[src/rtl/piso_framer.sv]
// Parallel-in, serial-out framer: start bit, WIDTH data bits, optional even parity, stop bit.
// Define PISO_PARITY_EN to add the PARITY state and even-parity bit after the data bits.
module piso_framer #(
    parameter int WIDTH     = 8,
    parameter bit MSB_FIRST = 1'b1
) (
    input  logic             clk,
    input  logic             rst_n,
    input  logic [WIDTH-1:0] in_data,
    input  logic             in_valid,
    output logic             in_ready,
    output logic             so,
    output logic             busy,
    output logic             frame_done
);

    localparam int             CW       = (WIDTH > 1) ? $clog2(WIDTH) : 1;
    localparam logic [CW-1:0]  CNT_LAST = CW'(WIDTH - 1);

    typedef enum logic [2:0] {
        IDLE,
        START,
        DATA,
`ifdef PISO_PARITY_EN
        PARITY,
`endif
        STOP
    } state_t;

    state_t           state_q, state_d;
    logic [WIDTH-1:0] sreg_q, sreg_d;
    logic [CW-1:0]    cnt_q, cnt_d;
    logic             so_d;
    logic             accept;
    logic             out_bit;
`ifdef PISO_PARITY_EN
    logic             parity_q, parity_d;
`endif

    assign in_ready = (state_q == IDLE) || (state_q == STOP);
    assign accept   = in_valid && in_ready;
    assign out_bit  = MSB_FIRST ? sreg_q[WIDTH-1] : sreg_q[0];

    // NOTE: every variable gets a default before the case so no path can infer a latch.
    always_comb begin
        state_d = state_q;
        sreg_d  = sreg_q;
        cnt_d   = cnt_q;
        so_d    = 1'b1;
`ifdef PISO_PARITY_EN
        parity_d = parity_q;
`endif
        case (state_q)
            IDLE: begin
                if (accept) state_d = START;
            end
            START: begin
                so_d    = 1'b0;
                state_d = DATA;
            end
            DATA: begin
                so_d   = out_bit;
                sreg_d = MSB_FIRST ? (sreg_q << 1) : (sreg_q >> 1);
                if (cnt_q == '0) begin
`ifdef PISO_PARITY_EN
                    state_d = PARITY;
`else
                    state_d = STOP;
`endif
                end else begin
                    cnt_d = cnt_q - CW'(1);
                end
            end
`ifdef PISO_PARITY_EN
            PARITY: begin
                so_d    = parity_q;
                state_d = STOP;
            end
`endif
            STOP: begin
                // Accepting here chains the next frame with no idle gap.
                state_d = accept ? START : IDLE;
            end
            default: state_d = IDLE;
        endcase

        // accept only fires in IDLE/STOP, so this never collides with the DATA shift.
        if (accept) begin
            sreg_d = in_data;
            cnt_d  = CNT_LAST;
`ifdef PISO_PARITY_EN
            parity_d = ^in_data;
`endif
        end
    end

    // NOTE: sequential state uses non-blocking assignments so all registers update together.
    always_ff @(posedge clk) begin
        if (!rst_n) begin
            state_q    <= IDLE;
            sreg_q     <= '0;
            cnt_q      <= '0;
            so         <= 1'b1;
            busy       <= 1'b0;
            frame_done <= 1'b0;
`ifdef PISO_PARITY_EN
            parity_q   <= 1'b0;
`endif
        end else begin
            state_q    <= state_d;
            sreg_q     <= sreg_d;
            cnt_q      <= cnt_d;
            so         <= so_d;
            busy       <= (state_q != IDLE);
            frame_done <= (state_q == STOP);
`ifdef PISO_PARITY_EN
            parity_q   <= parity_d;
`endif
        end
    end

endmodule

[config.mk]
export PLATFORM = sky130hd
export DESIGN_NAME = piso_framer
export DESIGN_NICKNAME = d
export VERILOG_FILES = /design/src/rtl/piso_framer.sv
export SDC_FILE = /design/constraint.sdc
export NUM_CORES = 1
export LEC_CHECK = 0
export CAP_MARGIN = 15
export CORE_UTILIZATION = 35
export DETAILED_ROUTE_END_ITERATION = 10
export REMOVE_ABC_BUFFERS = 1
export SLEW_MARGIN = 20
export SYNTH_ARGS = -nofsm -noshare
export SYNTH_HDL_FRONTEND = slang
export SYNTH_SLANG_ARGS = --single-unit
export TNS_END_PERCENT = 20
[constraint.sdc]
create_clock -name clk -period 4.5 [get_ports clk]
set_input_delay 0.9 -clock clk [delete_from_list [all_inputs] [get_ports clk]]
set_output_delay 0.9 -clock clk [all_outputs]
set_load 0.005 [all_outputs]
### Word-level counts from Yosys, hierarchy flattened

Cells that the tools add are included.

| word-level totals | value |
|---|---|
| register bits | 17 |
| input port bits | 11 |
| output and inout bits | 4 |

| cells by class | value |
|---|---|
| add/sub/neg operators | 1 |
| equality and inequality tests | 6 |
| multiplexer cells | 10 |
| reductions and logical operators | 8 |

Operators with widths:

| kind | count |
|---|---|
| 8-bit 2-to-1 mux | 2 |
| 3-bit 2-to-1 mux | 5 |
| 3-bit case mux with 4 select lines | 1 |
| 3-bit by 2-bit equality test with 1-bit output (second input constant) | 2 |
| 3-bit zero test | 2 |
| 2-bit inequality test (second input constant) | 3 |
| 2-bit AND reduction | 2 |
| 3-bit by 1-bit equality test with 1-bit output (second input constant) | 1 |
| 3-bit nonzero test | 1 |
| 3-bit by 1-bit subtractor with 3-bit output (second input constant) | 1 |
| 1-bit case mux with 2 select lines | 1 |
| 2-bit nonzero test | 1 |
| 1-bit logical AND | 1 |
| 1-bit logical OR | 1 |
| 1-bit 2-to-1 mux | 1 |

### Longest topological paths before layout

| logic depth | value |
|---|---|
| depth after elaboration | 5 |
| mapped depth | 7 |

### Worst setup path before layout

OpenSTA, ideal clock, no wires.

| timing path | value |
|---|---|
| path type | reg2out |
| from | register state_q[0] |
| to | output in_ready |
| arrival | 831 ps |
| data required time | 3600 ps |
| setup slack | 2769 ps |
| cell stages (with the launch flop) | 4 |
| buffers on the path | 0 |
| cell sequence | dfxtp_1 > inv_1 > ha_1 > inv_1 |

| on the way | value |
|---|---|
| cells in the longest elaborated chain, start to end | 2 |
| elaborated cells between the ends (all ways) | 3 |
| those cells by class | eq/ne (1); reduce/logical (2) |

RTL lines:

| item | RTL line | RTL |
|---|---|---|
| start: declaration | 30 | `state_t state_q, state_d;` |
| start signal: assignment | 110 | `state_q <= state_d;` |
| 3-bit by 2-bit equality test with 1-bit output / 3-bit zero test (equally long branches) | 40 | `assign in_ready = (state_q == IDLE) \|\| (state_q == STOP);` |
| 1-bit logical OR * | 40 |  |
| end: declaration | 11 | `output logic in_ready,` |

Mark *: on every way between the ends. The rest lies on a longest branch, timed or not.

### Worst setup path after layout

Same ends and word-level chain as after synthesis.

==> impl_metrics.toml <==
[synthesis]
synth-async-reset-ratio_pct = 0
synth-seq-cells = 16
synth_seq_area_share_pct = 36.11
yosysWarnings = 0
synth_edf_count = 0
netlist_area_um2 = 887.1
synth_area_leaders = "dfxtp_1, mux2i_1, ha_1"
syn_avg_cell_area_um2 = 10.44
synth.distinct_cells = 29
synthTopCellsByCount = "dfxtp_1, mux2i_1, inv_1, ha_1, nand2_1"
synth_ff_type = "dfxtp_1"
syn_inst = 85
yosysMostFrequentCell = "dfxtp_1"
yosysTopAreaCell = "dfxtp_1"
synth_top_area_share_pct = 36.11

[pwr]
vdd_drop_max_mv = 0.2859
power_density_nw_per_um2 = 515.6
power.leakage_nw = 0.4370

[placed_design]
preCtsSetupSlack_ns = 2.202
place_inst = 122
io_buffers = 14
place_congestion = 0.6672
dp_hpwl_mm = 1.032

[global_routing]
grt_pass1_wl_mm = 2.490
first_global_vias = 571
gr-total-overflow = 0
track_usage_pct = 12.27
grt_max_degree = 21
antenna_found_initial = 0

[routing]
drtAntennaViolNets = 0
num_vias = 617
wl_per_cell_um = 11.33
viasPerCell = 4.897
drtIter0Drc = 1
drt-pass1-iter-count = 4
route.detailed.drc = 0
routed_wl_mm = 1.427

[run]
maxCapViolations = 0

[setup_path]
reg2regPathDepth = 5
rr_endpoint = "sreg_q[6]"
ff2ff_setup_slack_ns = 2.75
worstSetupEndpointType = "primary output"
worstSetupPathType = "reg -> out"
cp_data_required_time_ns = 3.60
cp_max_fo = 5
start_kind = "flip-flop"
r2r-start = "state_q[0]"
crit_arrival_ns = 1.73

[cts]
htree_num_levels = 1
clkTransAtPathRegs_ns = 0.10
cts_buffers = 3
clk_path_buf_depth = 2
cts_tree = "done"
cts-root-buf = "clkbuf_4"
clk_latency_ns = 0.29
hold_buffers = 0
cts_sinks = 16
post_cts_resized = 0
cts_setup_buffers = 0

[floorplanning]
die_area_um2 = 2740
die_w_um = 52.35
initial_core_util_pct = 38.62
coreArea_um2 = 2297
num_io_pins = 15
dieHeight_um = 52.35
num_rows = 17

[layout]
final_cells = 126
diodes = 0
nets = 117
area_delta_synth_final_pct = 17.35
drive_above_1_share_pct = 13.27

[sta]
finalCriticalPeriod_ns = 2.634
rsz0062_at_grt = "no"
layout_worst_path_cycle_share_pct = 58.54
clock.fmax_mhz = 379.6
setup_ws_ns = 1.866
finClkSkew_ns = 0.005642
hold_viol_final = 0
slew_viol_final = 0
setup_viol = 0
slew_headroom_pct = 47.63
max_slew.worst_pin.slew_ns = 0.7855
tns_ns = 0

[worst_hold_path]
worst_hold_startpoint = "sreg_q[7]"
min_to = "so"
min_path_cells = 2
hold_path.class = "reg -> reg"

[status]
status = "finished clean"
[metrics by stage]
step | total power, W | util (%) | hold slack [ns] | cell area, µm²
finish | 0.0005367 | 45.32 | 0.4759 | 1041
detailed placement | 0.0004444 | 43.74 | 0.4604 | 1005
global placement | 0.0004434 | 43.74 | 0.4687 | 1005
global route | 0.0005846 | 45.32 | 0.5139 | 1041
CTS | 0.0005432 | 45.32 | 0.4811 | 1041
floorplan | 0.0003775 | - | 0.4423 | 829.5
[routing by layer]
layer	wire (µm)	global-route usage [%]	up-vias
met5	0	0	-
met4	0	6.579	0
met3	52	2.899	0
met2	658	18.57	8
met1	716	15.88	285
li1	-	-	324
[sequential cells by signal, summed over array words and instances, names as in the netlist]
| name | count |
|---|---|
| so | 1 |
| cnt_q | 3 |
| sreg_q | 8 |
| frame_done | 1 |
| busy | 1 |
| state_q | 2 |
[logic make-up (layout without fill, tap and decap cells)]
| kind of cell | Yosys count | after routing | synth area share (%) |
|---|---|---|---|
| multiplexers | 9 | 9 | 10.16 |
| AO/OA/AOI/OAI | 18 | 18 | 19.04 |
| adder cells (fa/ha/maj) | 7 | 7 | 9.873 |
| AND/OR/NAND/NOR | 22 | 22 | 14.95 |
| flip-flops | 16 | 16 | 36.11 |
| buffers and inverters | 13 | 26 | 9.873 |
[critical path: stages, from the launching register on]
cell and delay [ns]:
dfxtp_1 0.39, inv_1 0.12, ha_1 0.38, inv_1 0.07, clkdlybuf4s50_1 0.49
[power breakdown]
group | internal, W | switching, W
registers | 0.000180 | 0.0000215
logic | 0.000120 | 0.000119
clock network | 0.0000492 | 0.0000478
[area by class of cell]
class | instances | area [µm²]
timing repair buffer | 14 | 140.1
tap | 28 | 35.03
inverter | 8 | 30.03
sequential | 16 | 320.3
clock buffer | 4 | 36.28
fill | 231 | 1256
multi-input combinational | 56 | 479.2
[worst max-delay path by stage]
stage,depth (start not counted),end,from,slack [ns]
final,4,in_ready,state_q[0],1.87
after global routing,4,in_ready,state_q[0],1.80
after CTS,4,in_ready,state_q[0],1.86
after detailed placement,4,in_ready,state_q[0],2.20
after global placement,4,in_ready,state_q[1],2.25
after floorplan,3,in_ready,state_q[0],2.77
[placed cells by master (no fill, tap or decap)]
| master | synthesis | routed |
|---|---|---|
| a21boi_1 | 1 | 1 |
| and3_1 | 1 | 1 |
| inv_1 | 8 | 8 |
| a211oi_2 | 4 | 4 |
| nor3_2 | 1 | 1 |
| ha_1 | 7 | 7 |
| nand2b_4 | 2 | 2 |
| nor2b_1 | 2 | 2 |
| and4_1 | 1 | 1 |
| a221oi_2 | 1 | 1 |
| clkbuf_8 | 0 | 1 |
| dfxtp_1 | 16 | 16 |
| o211a_1 | 3 | 3 |
| and2_1 | 1 | 1 |
| a21oi_1 | 1 | 1 |
| nand2_2 | 1 | 1 |
| nand3b_1 | 1 | 1 |
| nand4_1 | 1 | 1 |
| a211oi_1 | 3 | 3 |
| a211o_1 | 1 | 1 |
| clkdlybuf4s50_1 | 0 | 14 |
| mux2i_1 | 9 | 9 |
| o21ai_0 | 1 | 1 |
| nor2_1 | 5 | 5 |
| clkbuf_4 | 0 | 3 |
| nand2_1 | 6 | 6 |
| a221oi_1 | 1 | 1 |
| a21o_1 | 1 | 1 |
| a22o_1 | 1 | 1 |
(Power assumes the default switching activity.)
